--- src/rtl/aes_pkg.sv ---
// ----------------------------------------------------------------------------
// aes_pkg
// Shared types and constants for the AES-128 input stage.
//   AES_BLK_W / AES_WORD_W : default block and input-word widths
//   fsm_e                  : loader state (COLLECT / HOLD)
//   SEL_DATA / SEL_KEY     : encodings of the word-channel select
// ----------------------------------------------------------------------------
package aes_pkg;

    localparam int unsigned AES_BLK_W  = 128;
    localparam int unsigned AES_WORD_W = 32;

    typedef enum logic {
        COLLECT = 1'b0,
        HOLD    = 1'b1
    } fsm_e;

    localparam logic SEL_DATA = 1'b0;
    localparam logic SEL_KEY  = 1'b1;

endpackage

--- src/rtl/aes_word_packer.sv ---
// ----------------------------------------------------------------------------
// aes_word_packer
// Packs a stream of WORD_W words into a DATA_W shadow, first word at the MSBs.
// Ports:
//   i_clk, i_reset_n : clock, synchronous active-low reset
//   i_flush          : restart the group (counter to 0)
//   i_wr_en          : accept i_word this cycle
//   i_word           : input word
//   o_merged_c       : shadow with the current word already merged in
//   o_done_c         : i_wr_en on the last word of a group
// ----------------------------------------------------------------------------
module aes_word_packer
    import aes_pkg::*;
#(
    parameter int unsigned DATA_W = AES_BLK_W,
    parameter int unsigned WORD_W = AES_WORD_W
) (
    input  logic              i_clk,
    input  logic              i_reset_n,
    input  logic              i_flush,
    input  logic              i_wr_en,
    input  logic [WORD_W-1:0] i_word,
    output logic [DATA_W-1:0] o_merged_c,
    output logic              o_done_c
);

    localparam int unsigned N     = DATA_W / WORD_W;
    localparam int unsigned CNT_W = (N > 1) ? $clog2(N) : 1;
    localparam logic [CNT_W-1:0] LAST = CNT_W'(N - 1);

    logic [DATA_W-1:0] r_shadow;
    logic [DATA_W-1:0] w_merged;
    logic [CNT_W-1:0]  r_cnt;
    logic              w_done;

    // Overlay the incoming word onto the slice selected by the counter
    always_comb begin
        w_merged = r_shadow;
        for (int unsigned k = 0; k < N; k++) begin
            if (r_cnt == CNT_W'(k)) begin
                w_merged[DATA_W-1-k*WORD_W -: WORD_W] = i_word;
            end
        end
    end

    assign w_done     = i_wr_en && (r_cnt == LAST);
    assign o_merged_c = w_merged;
    assign o_done_c   = w_done;

    always_ff @(posedge i_clk) begin
        if (!i_reset_n) begin
            r_shadow <= '0;
            r_cnt    <= '0;
        end else if (i_flush) begin
            r_cnt    <= '0;
        end else if (i_wr_en) begin
            r_shadow <= w_merged;
            r_cnt    <= w_done ? '0 : r_cnt + CNT_W'(1);
        end
    end

endmodule

--- src/rtl/aes_block_loader.sv ---
// ----------------------------------------------------------------------------
// aes_block_loader
// Assembles a word stream into a cipher key and a data block for the AES core.
// Ports:
//   clk_i, reset_n_i          : clock, synchronous active-low reset
//   in_valid_i/in_ready_o     : word handshake; in_sel_i picks data(0)/key(1)
//   in_data_i, enc_or_dec_i   : word payload, mode (taken with last data word)
//   flush_i                   : drop partial assembly and any held block
//   key_o, key_load_o         : current key and one-cycle "new key" pulse
//   key_ready_i               : key expansion done with current key
//   blk_valid_o/blk_ready_i   : block handshake to the round datapath
//   state_o, enc_or_dec_o     : held data block and its mode
// ----------------------------------------------------------------------------
module aes_block_loader
    import aes_pkg::*;
#(
    parameter int unsigned DATA_W = AES_BLK_W,
    parameter int unsigned WORD_W = AES_WORD_W
) (
    input  logic              clk_i,
    input  logic              reset_n_i,
    input  logic              in_valid_i,
    output logic              in_ready_o,
    input  logic              in_sel_i,
    input  logic [WORD_W-1:0] in_data_i,
    input  logic              enc_or_dec_i,
    input  logic              flush_i,
    output logic [DATA_W-1:0] key_o,
    output logic              key_load_o,
    input  logic              key_ready_i,
    output logic              blk_valid_o,
    input  logic              blk_ready_i,
    output logic [DATA_W-1:0] state_o,
    output logic              enc_or_dec_o
);

    fsm_e              r_fsm;
    fsm_e              w_fsm_nxt;

    logic              r_in_ready;
    logic              r_key_valid;
    logic              r_key_load;
    logic              r_blk_valid;
    logic              r_enc;
    logic [DATA_W-1:0] r_key;
    logic [DATA_W-1:0] r_state;

    logic              w_word_acc;
    logic              w_data_wr;
    logic              w_key_wr;
    logic              w_data_done;
    logic              w_key_done;
    logic              w_blk_acc;
    logic [DATA_W-1:0] w_data_merged;
    logic [DATA_W-1:0] w_key_merged;

    logic              w_key_valid_nxt;
    logic              w_blk_valid_nxt;
    logic              w_in_ready_nxt;

    // Flush blocks any word presented in the same cycle
    assign w_word_acc = in_valid_i && r_in_ready && !flush_i;
    // Data words taken while holding (only possible with no key) are dropped
    assign w_data_wr  = w_word_acc && (in_sel_i == SEL_DATA) && (r_fsm == COLLECT);
    assign w_key_wr   = w_word_acc && (in_sel_i == SEL_KEY);
    assign w_blk_acc  = r_blk_valid && blk_ready_i;

    aes_word_packer #(
        .DATA_W (DATA_W),
        .WORD_W (WORD_W)
    ) u_data_packer (
        .i_clk      (clk_i),
        .i_reset_n  (reset_n_i),
        .i_flush    (flush_i),
        .i_wr_en    (w_data_wr),
        .i_word     (in_data_i),
        .o_merged_c (w_data_merged),
        .o_done_c   (w_data_done)
    );

    aes_word_packer #(
        .DATA_W (DATA_W),
        .WORD_W (WORD_W)
    ) u_key_packer (
        .i_clk      (clk_i),
        .i_reset_n  (reset_n_i),
        .i_flush    (flush_i),
        .i_wr_en    (w_key_wr),
        .i_word     (in_data_i),
        .o_merged_c (w_key_merged),
        .o_done_c   (w_key_done)
    );

    // State register
    always_ff @(posedge clk_i) begin
        if (!reset_n_i) begin
            r_fsm <= COLLECT;
        end else begin
            r_fsm <= w_fsm_nxt;
        end
    end

    // Next state
    always_comb begin
        w_fsm_nxt = r_fsm;
        case (r_fsm)
            COLLECT: begin
                if (!flush_i && w_data_done) begin
                    w_fsm_nxt = HOLD;
                end
            end
            HOLD: begin
                if (flush_i || w_blk_acc) begin
                    w_fsm_nxt = COLLECT;
                end
            end
            default: w_fsm_nxt = COLLECT;
        endcase
    end

    // Next values of the registered outputs
    always_comb begin
        w_key_valid_nxt = r_key_valid || w_key_done;
        // Once raised, blk_valid sticks until the block leaves HOLD; a fresh
        // key keeps it low through the load pulse cycle and the one after.
        w_blk_valid_nxt = (w_fsm_nxt == HOLD) &&
                          (r_blk_valid ||
                           (w_key_valid_nxt && key_ready_i && !r_key_load && !w_key_done));
        w_in_ready_nxt  = (w_fsm_nxt == COLLECT) || !w_key_valid_nxt;
    end

    always_ff @(posedge clk_i) begin
        if (!reset_n_i) begin
            r_in_ready  <= 1'b0;
            r_key_valid <= 1'b0;
            r_key_load  <= 1'b0;
            r_blk_valid <= 1'b0;
            r_enc       <= 1'b0;
            r_key       <= '0;
            r_state     <= '0;
        end else begin
            r_in_ready  <= w_in_ready_nxt;
            r_key_valid <= w_key_valid_nxt;
            r_key_load  <= w_key_done;
            r_blk_valid <= w_blk_valid_nxt;
            if (w_key_done) begin
                r_key <= w_key_merged;
            end
            if (w_data_done) begin
                r_state <= w_data_merged;
                r_enc   <= enc_or_dec_i;
            end
        end
    end

    assign in_ready_o   = r_in_ready;
    assign key_o        = r_key;
    assign key_load_o   = r_key_load;
    assign blk_valid_o  = r_blk_valid;
    assign state_o      = r_state;
    assign enc_or_dec_o = r_enc;

endmodule

--- config.mk ---
export PLATFORM = sky130hd
export DESIGN_NAME = aes_block_loader
export DESIGN_NICKNAME = d
export VERILOG_FILES = /design/src/rtl/aes_pkg.sv /design/src/rtl/aes_word_packer.sv /design/src/rtl/aes_block_loader.sv
export SDC_FILE = /design/constraint.sdc
export NUM_CORES = 1
export LEC_CHECK = 0
export BUFFER_PORTS_ARGS = -buffer_cell sky130_fd_sc_hd__clkbuf_2
export CORE_ASPECT_RATIO = 1.5
export CORE_MARGIN = 5
export CORE_UTILIZATION = 45
export DETAILED_ROUTE_END_ITERATION = 10
export MAX_ROUTING_LAYER = met4
export PLACE_DENSITY_LB_ADDON = 0.08
export RECOVER_POWER = 50
export SYNTH_ARGS = -nofsm -noshare
export SYNTH_HDL_FRONTEND = slang
export SYNTH_SLANG_ARGS = --single-unit
--- constraint.sdc ---
create_clock -name clk_i -period 1.7 [get_ports clk_i]
set_input_delay 0.34 -clock clk_i [delete_from_list [all_inputs] [get_ports clk_i]]
set_output_delay 0.34 -clock clk_i [all_outputs]
set_load 0.02 [all_outputs]
==> results of run 1 <==
-- final timing paths --
path | start | endpoint | slack, ns | depth (start not counted)
worst max register to register | u_data_packer.r_cnt[1] | state_o[66] | 0.04 | 6
worst max-delay path | u_data_packer.r_cnt[1] | state_o[66] | 0.04 | 6
worst min register to register | u_data_packer.r_shadow[98] | u_data_packer.r_shadow[98] | 0.46 | 2
worst min-delay path | enc_or_dec_i | enc_or_dec_o | 0.04 | 3
-- power groups by stage --
stage / Sequential, W / Combinational [W] / Clock (W)
final: 0.0108 / 0.00106 / 0.0101
after global routing: 0.0108 / 0.00113 / 0.0108
after CTS: 0.0108 / 0.00105 / 0.0104
after detailed placement: 0.0110 / 0.00105 / 0
after global placement: 0.0110 / 0.00104 / 0
after floorplan: 0.0110 / 0.000613 / 0
-- routing by layer --
metal  global-route usage [%]  vias up
li1                         -     7201
met1                     33.7     7200
met2                     34.6      388
met3                     2.57       80
met4                     6.50        0
met5                        -        -
-- cell usage after synthesis, types with 8 or more instances --
cell type / count / area (µm²)
a31o_2: 33 / 289
buf_1: 27 / 101
buf_2: 50 / 250
buf_4: 16 / 120
buf_6: 26 / 293
clkbuf_1: 109 / 409
dfxtp_1: 458 / 9170
ha_1: 8 / 100
mux2i_1: 387 / 3870
nand2_1: 265 / 995
nand3_1: 193 / 966
nand4_1: 33 / 206
nor3_1: 32 / 160
o211a_1: 192 / 1920
o21ai_0: 27 / 135
-- per-stage QoR --
step | hold slack [ns] | setup TNS, ns | std cells | util (%)
floorplan | 0.434 | 0 | 1895 | -
global placement | 0.439 | 0 | 2635 | 51.4
detailed placement | 0.444 | -0.156 | 2635 | 51.4
CTS | 0.00760 | 0 | 2712 | 55.0
global route | 0.0334 | -0.0101 | 2717 | 54.3
finish | 0.0354 | 0 | 2718 | 54.3
-- cells by family after synthesis --
group                      share of synthesized area (%)
muxes                                               20.1
adders and majority gates                          0.520
and+or+nand+nor                                     12.8
buffers and inverters                               6.20
DFF                                                 47.7
AOI/OAI and AO/OA                                   12.7
-- state kept, by name, summed over array words and instances, names as in the netlist, 2 cells and up --
signal,count
u_key_packer.r_cnt,2
u_data_packer.r_shadow,96
u_data_packer.r_cnt,2
u_key_packer.r_shadow,96
state_o,128
key_o,128
-- worst max-delay path, stage by stage (launching register included) --
cell     delay, ns
dfxtp_1       0.33
inv_1         0.11
ha_2          0.34
buf_12        0.21
mux2i_1       0.30
nand3_1       0.12
o211a_1       0.14
-- repair_timing --
action,4_1_cts,5_1_grt
resized for setup,0,4
buffers inserted,0,2
endpoints found under the setup margin,0,88
-- cells in the final DEF, fill, tap and decap left out, drive strengths merged, types with 2 or more instances in the layout --
master  synthesis  layout
nand4          33      33
and3            4       4
inv             5       5
bufinv          0       4
o211a         192     192
ha              8       8
nand2         266     266
a31o           33      33
and4b           2       2
nor2            6       6
clkbuf        109     363
a211o           2       2
clkinv          0       9
o21ai          32      32
diode           0       3
nand3         193     193
mux2i         387     387
nor3           32      32
buf           119     107
nand2b          2       2
a21oi           3       3
dfxtp         458     458
-- area by class of cell --
class | instances | area share, %
flip-flops and latches | 458 | 40.1
multi-input cells | 1204 | 39.1
inverters | 5 | 0.0821
clock inverters | 14 | 0.755
diodes | 3 | 0.0328
repair buffers | 407 | 11.0
clock buffers | 63 | 5.79
well taps | 564 | 3.09
==> reports/qor.csv, run 1 <==
metric,value,unit
DRC Markers,0,
syn_nets,1943,
routed vias,14900,
"Hold Violations, Final",0,
Placement Cell Area,0.0217,mm²
Syn Area/Cell,10.1,µm²
post-synthesis cell area,0.0192,mm²
max cap viols,0,
CTS tree,built,
Tot Pwr,0.0220,W
CTS Root Cell,clkbuf_16,
critical path class,flip-flop to flip-flop,
Internal Power,0.0171,W
top layer in use,met4,
clock transition at the registers of the reported paths,0.07,ns
Final Instance Area,0.0229,mm²
Core ar.,0.0421,mm²
met2 wire len,25.3,mm
Yosys cell types,34,
initial antenna violation count,2,
drt wl/cell,20.4,µm
Setup crit start kind,flip-flop,
ys flop type,dfxtp_1,
#FFs+latches synth,458,
largest net degree at the start of global routing,68,
proportion of layout cells with a drive suffix above 1,12.8,%
Filler cells,3983,
Worst-Margin Slew,0.431,ns
TritonRoute pass-1 iters,5,
site row count,92,
Hold Crit Class,primary input to flip-flop,
metal1 wirelength,26.3,mm
routability cong.,0.835,
Initial Utilization,45.7,%
die width,179,µm
clock latency on the worst-skew pair,0.54,ns
clock power share,46.1,%
async set-reset flop share out of synthesis,0,%
Multi-input gate area,0.00894,mm²
net switching power figure,0.00489,W
total congestion overflow,0,
status,completed,
final net count,2168,
CP arrival,2.10,ns
Iter 0 DRT Violations,1000,
final WL,55.5,mm
Syn Inst Count,1895,
Top Ports,300,
Area Overhead vs Synth,18.9,%
full die area,0.0471,mm²
post-detail-place hpwl,38.3,mm
Final period util,97.8,%
metal3 WL,2.33,mm
shortest period the worst path allows,1.66,ns
Register Area,0.00917,mm²
CTS Buffer Depth,3,
pwr dens,962,mW/mm²
sequential share of power,49.1,%
# clock sinks,458,
Max-slew headroom,71.3,%
"Setup violations, final",0,
vias in the first global route,14600,
RSZ-0062 raised after global routing,yes,
Vias/cell,5.47,
CTS Buf Count,44,
Max Fanout on Critical Path,14,
Comb pwr share,4.8,%
leakage power,11.1,nW
GRT Total Usage,23.3,%
VDD IR max,0.726,mV
die height,263,µm
switching share of power,22.2,%
Post-synth EDFFs,0,
Ys Warns,0,
global-route wire length before repair,86.0,mm
Fmax,602,MHz
post-route ant nets,0,
"Slew Viols, Final",0,
Place WS,-0.0330,ns
hold_buf cts,0,
H-tree depth,2,
register area share after synthesis,47.7,%
CP Data Required Time,2.14,ns
IO buf count,299,
final setup margin,0.0380,ns
setup clock skew after layout,0.0106,ns
Worst Setup End Kind,flip-flop,
Power figures use the tool's default switching activity.
==> inputs of run 2 (changes only) <==
--- a/config.mk
+++ b/config.mk
@@ -13,6 +13,7 @@
 export MAX_ROUTING_LAYER = met4
 export PLACE_DENSITY_LB_ADDON = 0.08
 export RECOVER_POWER = 50
+export REMOVE_ABC_BUFFERS = 1
 export SYNTH_ARGS = -nofsm -noshare
 export SYNTH_HDL_FRONTEND = slang
 export SYNTH_SLANG_ARGS = --single-unit
==> reports/qor.csv, run 2 (synthesized netlist as in run 1, its figures left out) <==
metric,value,unit,change
status,completed,,unchanged
clock latency on the worst-skew pair,0.55,ns,was 0.54 ns
Final period util,98.0,%,was 97.8%
IO buf count,299,,unchanged
Register Area,0.00917,mm²,about the same
Setup crit start kind,flip-flop,,unchanged
WHS Path Cells,3,,unchanged
Layout Utilization,54.9,%,was 54.3%
Tot Pwr,0.0223,W,was 0.0220 W
CTS Buf Count,46,,was 44
Area Overhead vs Synth,20.3,%,was 18.9%
Initial Utilization,45.7,%,unchanged
die height,263,µm,unchanged
routed vias,15200,,was 14900
total congestion overflow,0,,unchanged
GRT Total Usage,25.2,%,was 23.3%
VDD IR max,0.712,mV,was 0.726 mV
Core ar.,0.0421,mm²,unchanged
final net count,2175,,was 2168
Internal Power,0.0173,W,was 0.0171 W
critical path class,flip-flop to flip-flop,,unchanged
sequential share of power,48.4,%,was 49.1%
CP arrival,2.11,ns,was 2.10 ns
Hold Startpoint,reset_n_i,,was enc_or_dec_i
DRC Markers,0,,unchanged
Filler cells,3968,,was 3983
vias in the first global route,15400,,was 14600
post-route ant nets,0,,unchanged
"Hold Violations, Final",0,,unchanged
# clock sinks,458,,unchanged
final WL,59.5,mm,was 55.5 mm
Final Instance Area,0.0231,mm²,was 0.0229 mm²
worst reg-to-reg setup slack,0.03,ns,was 0.04 ns
CTS Root Cell,clkbuf_16,,unchanged
global-route wire length before repair,91.6,mm,was 86.0 mm
"Cell Chain, Critical Path",ha_2 -> and4b_4 -> buf_16 -> nand3_1 -> o211a_1,,was inv_1 -> ha_2 -> buf_12 -> mux2i_1 -> nand3_1 -> o211a_1
"Slew Viols, Final",0,,unchanged
Max Fanout on Critical Path,52,,was 14
CP peak stage delay,0.39,ns,was 0.34 ns
Reg2Reg Launch Point,u_data_packer.r_cnt[0],,was u_data_packer.r_cnt[1]
pwr dens,965,mW/mm²,was 962 mW/mm²
H-tree depth,2,,unchanged
site row count,92,,unchanged
net switching power figure,0.00502,W,was 0.00489 W
"commonest non-fill, non-tap cell in the layout",dfxtp_1,,unchanged
Worst-Margin Slew,0.558,ns,was 0.431 ns
largest net degree at the start of global routing,53,,was 68
proportion of layout cells with a drive suffix above 1,13.0,%,was 12.8%
die width,179,µm,unchanged
Placement Cell Area,0.0219,mm²,was 0.0217 mm²
RSZ-0062 raised after global routing,yes,,unchanged
Hold Crit Class,primary input to flip-flop,,unchanged
Worst Setup End Kind,flip-flop,,unchanged
Multi-input gate area,0.00901,mm²,was 0.00894 mm²
TritonRoute pass-1 iters,5,,unchanged
max cap viols,0,,unchanged
full die area,0.0471,mm²,unchanged
Reg2Reg Depth,5,,was 6
"Setup violations, final",0,,unchanged
setup TNS,0,ns,unchanged
leakage power,11.2,nW,was 11.1 nW
Top Ports,300,,unchanged
Top delay family on crit path,simple AND/OR/NAND/NOR gates,,was adder cells
Fmax,600,MHz,was 602 MHz
clock power share,47.1,%,was 46.1%
clock transition at the registers of the reported paths,0.06,ns,was 0.07 ns
most frequent cells in the layout,"dfxtp_1 (458), mux2i_1 (387), clkbuf_1 (268)",,"was dfxtp_1 (457), mux2i_1 (387), clkbuf_1 (264)"
Vias/cell,5.57,,was 5.47
hold endpoint,u_key_packer.r_shadow[71],,was enc_or_dec_o
CTS tree,built,,unchanged
shortest period the worst path allows,1.67,ns,was 1.66 ns
"slowest stage cell, crit path",dfxtp_1,,was ha_2
initial antenna violation count,1,,was 2
drt wl/cell,21.8,µm,was 20.4 µm
Comb pwr share,4.5,%,was 4.8%
routability cong.,0.810,,was 0.835
setup clock skew after layout,0.0116,ns,was 0.0106 ns
r2r endpoint,state_o[121],,was state_o[66]
Max-slew headroom,62.8,%,was 71.3%
Iter 0 DRT Violations,976,,was 1000
CTS Buffer Depth,3,,unchanged
CP Data Required Time,2.15,ns,was 2.14 ns
switching share of power,22.5,%,was 22.2%
Critical Path Source,u_data_packer.r_cnt[0],,was u_data_packer.r_cnt[1]
post-detail-place hpwl,39.0,mm,was 38.3 mm
"Buf+Inv Stages, Crit Path",1,,was 2
## run 2: changes by cell type in the layout (fill, tap and decap cells not counted), moves of 4 or more
cell and delta:
ha_2 -5, clkbuf_1 +4, buf_4 -8, ha_4 +6, buf_12 +8
## run 2: metal layers
layer	GRT usage [%]	routed length, µm	up-vias
met5	-	0	-
met4	6.79	1500	0
met3	3.23	2620	83
met2	42.5	29700	380
met1	31.8	25700	7490
li1	-	-	7233
## run 2: how the worst max path moves through the flow
| stage | end | slack [ns] | cells past startpoint |
|---|---|---|---|
| after floorplan | key_o[10] | -4.04 | 3 |
| after global placement | key_o[116] | 0.06 | 6 |
| after detailed placement | key_o[29] | 0.007 | 5 |
| after CTS | state_o[121] | 0.04 | 5 |
| after global routing | state_o[121] | -0.04 | 5 |
| final | state_o[121] | 0.03 | 5 |
## run 2: cell type report
type | count | share of cell area [%]
Timing Repair Buffer | 412 | 11.5
Clock buffer | 70 | 6.11
Multi-Input combinational cell | 1204 | 38.9
Tap cell | 564 | 3.05
Antenna cell | 1 | 0.0108
Inverter | 5 | 0.0811
Clock inverter | 14 | 0.665
Sequential cell | 458 | 39.6
## run 2: stage by stage
| step | hold WS (ns) | worst slack (ns) | cells |
|---|---|---|---|
| after floorplan | 0.434 | -4.04 | 1667 |
| after global placement | 0.436 | 0.0566 | 2640 |
| after detailed placement | 0.445 | 0.00721 | 2640 |
| after CTS | 0.126 | 0.0368 | 2726 |
| after global routing | 0.131 | -0.0415 | 2728 |
| final | 0.142 | 0.0343 | 2728 |
## run 2: power by group through the flow
| stage | clock (W) | combinational (W) | sequential [W] |
|---|---|---|---|
| after floorplan | 0 | 0.000355 | 0.0110 |
| after global placement | 0 | 0.00101 | 0.0110 |
| after global routing | 0.0111 | 0.00109 | 0.0108 |
| final | 0.0105 | 0.00101 | 0.0108 |
| after detailed placement | 0 | 0.00101 | 0.0110 |
| after CTS | 0.0107 | 0.00102 | 0.0108 |
## run 2: tightest hold or removal path, stage by stage
cell and delay [ns]:
buf_8 0.16, nand2_1 0.09, mux2i_1 0.05
## run 2: timing repair
item	CTS	global route
hold buffers	1	0
pin swaps	0	0
setup endpoints to repair	1	4
gates resized for setup	0	2
setup buffers	1	1
endpoints found under the hold margin	1	0
==> inputs of run 3 (changes only) <==
==> constraint.sdc (replaced) <==
create_clock -name clk_i -period 1.5 [get_ports clk_i]
set_input_delay 0.3 -clock clk_i [delete_from_list [all_inputs] [get_ports clk_i]]
set_output_delay 0.3 -clock clk_i [all_outputs]
set_load 0.02 [all_outputs]
==> reports/qor.csv, run 3 (synthesized netlist as in run 1, its figures left out) <==
metric,value,unit,change
status,"finished, violations left",,was completed
violated checks,setup timing,,
initial antenna violation count,0,,was 1
final net count,2263,,was 2175
die height,263,µm,unchanged
pwr dens,990,mW/mm²,was 965 mW/mm²
Register Area,0.00919,mm²,was 0.00917 mm²
die width,179,µm,unchanged
IO buf count,299,,unchanged
drt wl/cell,24.0,µm,was 21.8 µm
global-route wire length before repair,95.4,mm,was 91.6 mm
CP arrival,2.06,ns,was 2.11 ns
clock latency on the worst-skew pair,0.56,ns,was 0.55 ns
Fmax,623,MHz,was 600 MHz
routed vias,16100,,was 15200
met1 Use GR,34.2,%,was 31.8%
clock transition at the registers of the reported paths,0.07,ns,was 0.06 ns
CTS tree,built,,unchanged
proportion of layout cells with a drive suffix above 1,30.3,%,was 13.0%
CTS Root Cell,clkbuf_16,,unchanged
setup TNS,-6.99,ns,was 0 ns
n_diodes,0,,was 1
DRC Markers,0,,unchanged
most frequent cells in the layout,"dfxtp_1 (450), mux2i_1 (369), clkbuf_2 (297)",,"was dfxtp_1 (458), mux2i_1 (387), clkbuf_1 (268)"
VDD IR max,0.912,mV,was 0.712 mV
Hold Crit Class,primary input to flip-flop,,unchanged
Core ar.,0.0421,mm²,unchanged
Setup crit start kind,flip-flop,,unchanged
Vias/cell,5.71,,was 5.57
Iter 0 DRT Violations,1103,,was 976
"Slew Viols, Final",0,,unchanged
worst reg-to-reg setup slack,-0.10,ns,was 0.03 ns
GRT busiest layer,met2,,unchanged
Filler cells,3701,,was 3968
Critical Path Source,u_data_packer.r_cnt[1],,was u_data_packer.r_cnt[0]
Max-slew headroom,62.0,%,was 62.8%
shortest period the worst path allows,1.60,ns,was 1.67 ns
H-tree depth,2,,unchanged
GR Layer Usage met3,3.55,%,was 3.23%
Max Fanout on Critical Path,10,,was 52
Final period util,107,%,was 98.0%
critical path class,flip-flop to flip-flop,,unchanged
WHS,0.0976,ns,was 0.142 ns
final setup margin,-0.105,ns,was 0.0343 ns
Worst-Margin Slew,0.570,ns,was 0.558 ns
site row count,92,,unchanged
vias in the first global route,15700,,was 15400
GRT Total Usage,26.6,%,was 25.2%
RSZ-0062 raised after global routing,yes,,unchanged
Tot Pwr,0.0253,W,was 0.0223 W
Reg2Reg Depth,6,,was 5
Area Overhead vs Synth,32.8,%,was 20.3%
CTS Buffer Depth,3,,unchanged
post-route ant nets,0,,unchanged
TritonRoute pass-1 iters,5,,unchanged
total congestion overflow,0,,unchanged
setup clock skew after layout,0.0150,ns,was 0.0116 ns
routability cong.,0.797,,was 0.810
Worst Setup End Kind,flip-flop,,unchanged
leakage power,12.9,nW,was 11.2 nW
"Setup violations, final",169,,was 0
final WL,67.4,mm,was 59.5 mm
post-detail-place hpwl,39.1,mm,was 39.0 mm
full die area,0.0471,mm²,unchanged
Reg2Reg Launch Point,u_data_packer.r_cnt[1],,was u_data_packer.r_cnt[0]
max cap viols,0,,unchanged
Top Ports,300,,unchanged
Multi-input gate area,0.00947,mm²,was 0.00901 mm²
largest net degree at the start of global routing,44,,was 53
met2 Use GR,43.6,%,was 42.5%
"Hold Violations, Final",0,,unchanged
Initial Utilization,45.7,%,unchanged
CP Data Required Time,1.95,ns,was 2.15 ns
CTS Buf Count,45,,was 46
# clock sinks,458,,unchanged
r2r endpoint,state_o[52],,was state_o[121]
worst setup path endpoint,state_o[52],,was state_o[121]
"commonest non-fill, non-tap cell in the layout",dfxtp_1,,unchanged
==> run 3: changes by cell type in the layout (fill, tap and decap cells not counted), sizes merged <==
| cell | before | now |
|---|---|---|
| diode | 1 | 0 |
| clkinv | 9 | 7 |
| clkbuf | 371 | 388 |
| bufbuf | 0 | 1 |
| buf | 110 | 179 |
==> run 3: layer usage <==
layer,wire [µm],vias to the layer above
met2,33300,510
met3,3680,99
met4,2140,0
li1,-,7419
met1,28300,8030
met5,0,-
==> run 3: where the power goes <==
| group | switching (W) | internal, W |
|---|---|---|
| logic | 0.000826 | 0.000475 |
| registers | 0.0000326 | 0.0122 |
| clock network | 0.00486 | 0.00688 |
| total | 0.00572 | 0.0196 |
==> run 3: layout make-up <==
cell class | instances | area share, %
clock buffer | 68 | 5.42
inverter | 5 | 0.0931
tap | 564 | 2.76
sequential | 458 | 36.0
timing repair buffer | 501 | 18.1
multi-input combinational | 1204 | 37.1
clock inverter | 12 | 0.554
==> run 3: repair_timing <==
item                       CTS  global route
gates resized for setup     71            69
setup buffers                9             8
gates cloned                13            23
pin swaps                   22            31
hold buffers                 1             0
setup endpoints to repair  262           256
hold endpoints to repair     1             0
==> run 3: per-stage QoR <==
stage	util (%)	cell area [µm²]	cells	worst slack, ns
2_1_floorplan	-	18100	1667	-4.24
3_3_place_gp	52.9	22300	2679	-0.0841
3_5_place_dp	52.9	22300	2679	-0.119
4_1_cts	58.5	24600	2782	-0.0825
5_1_grt	60.6	25500	2812	-0.188
6_report	60.6	25500	2812	-0.105
==> run 3: critical path, stage by stage (launching register included) <==
cell and delay (ns):
dfxtp_4 0.38, buf_4 0.12, ha_4 0.22, buf_12 0.18, mux2i_1 0.33, nand3_2 0.11, o211a_1 0.15
==> run 3: worst min-delay path by stage <==
| stage | from | end | cells after the start |
|---|---|---|---|
| 3_5_place_dp | key_o[3] | key_o[3] | 2 |
| 2_1_floorplan | reset_n_i | r_key_valid | 1 |
| 5_1_grt | in_data_i[1] | key_o[1] | 3 |
| 6_report | key_ready_i | blk_valid_o | 4 |
| 3_3_place_gp | key_o[3] | key_o[3] | 2 |
| 4_1_cts | key_ready_i | blk_valid_o | 4 |
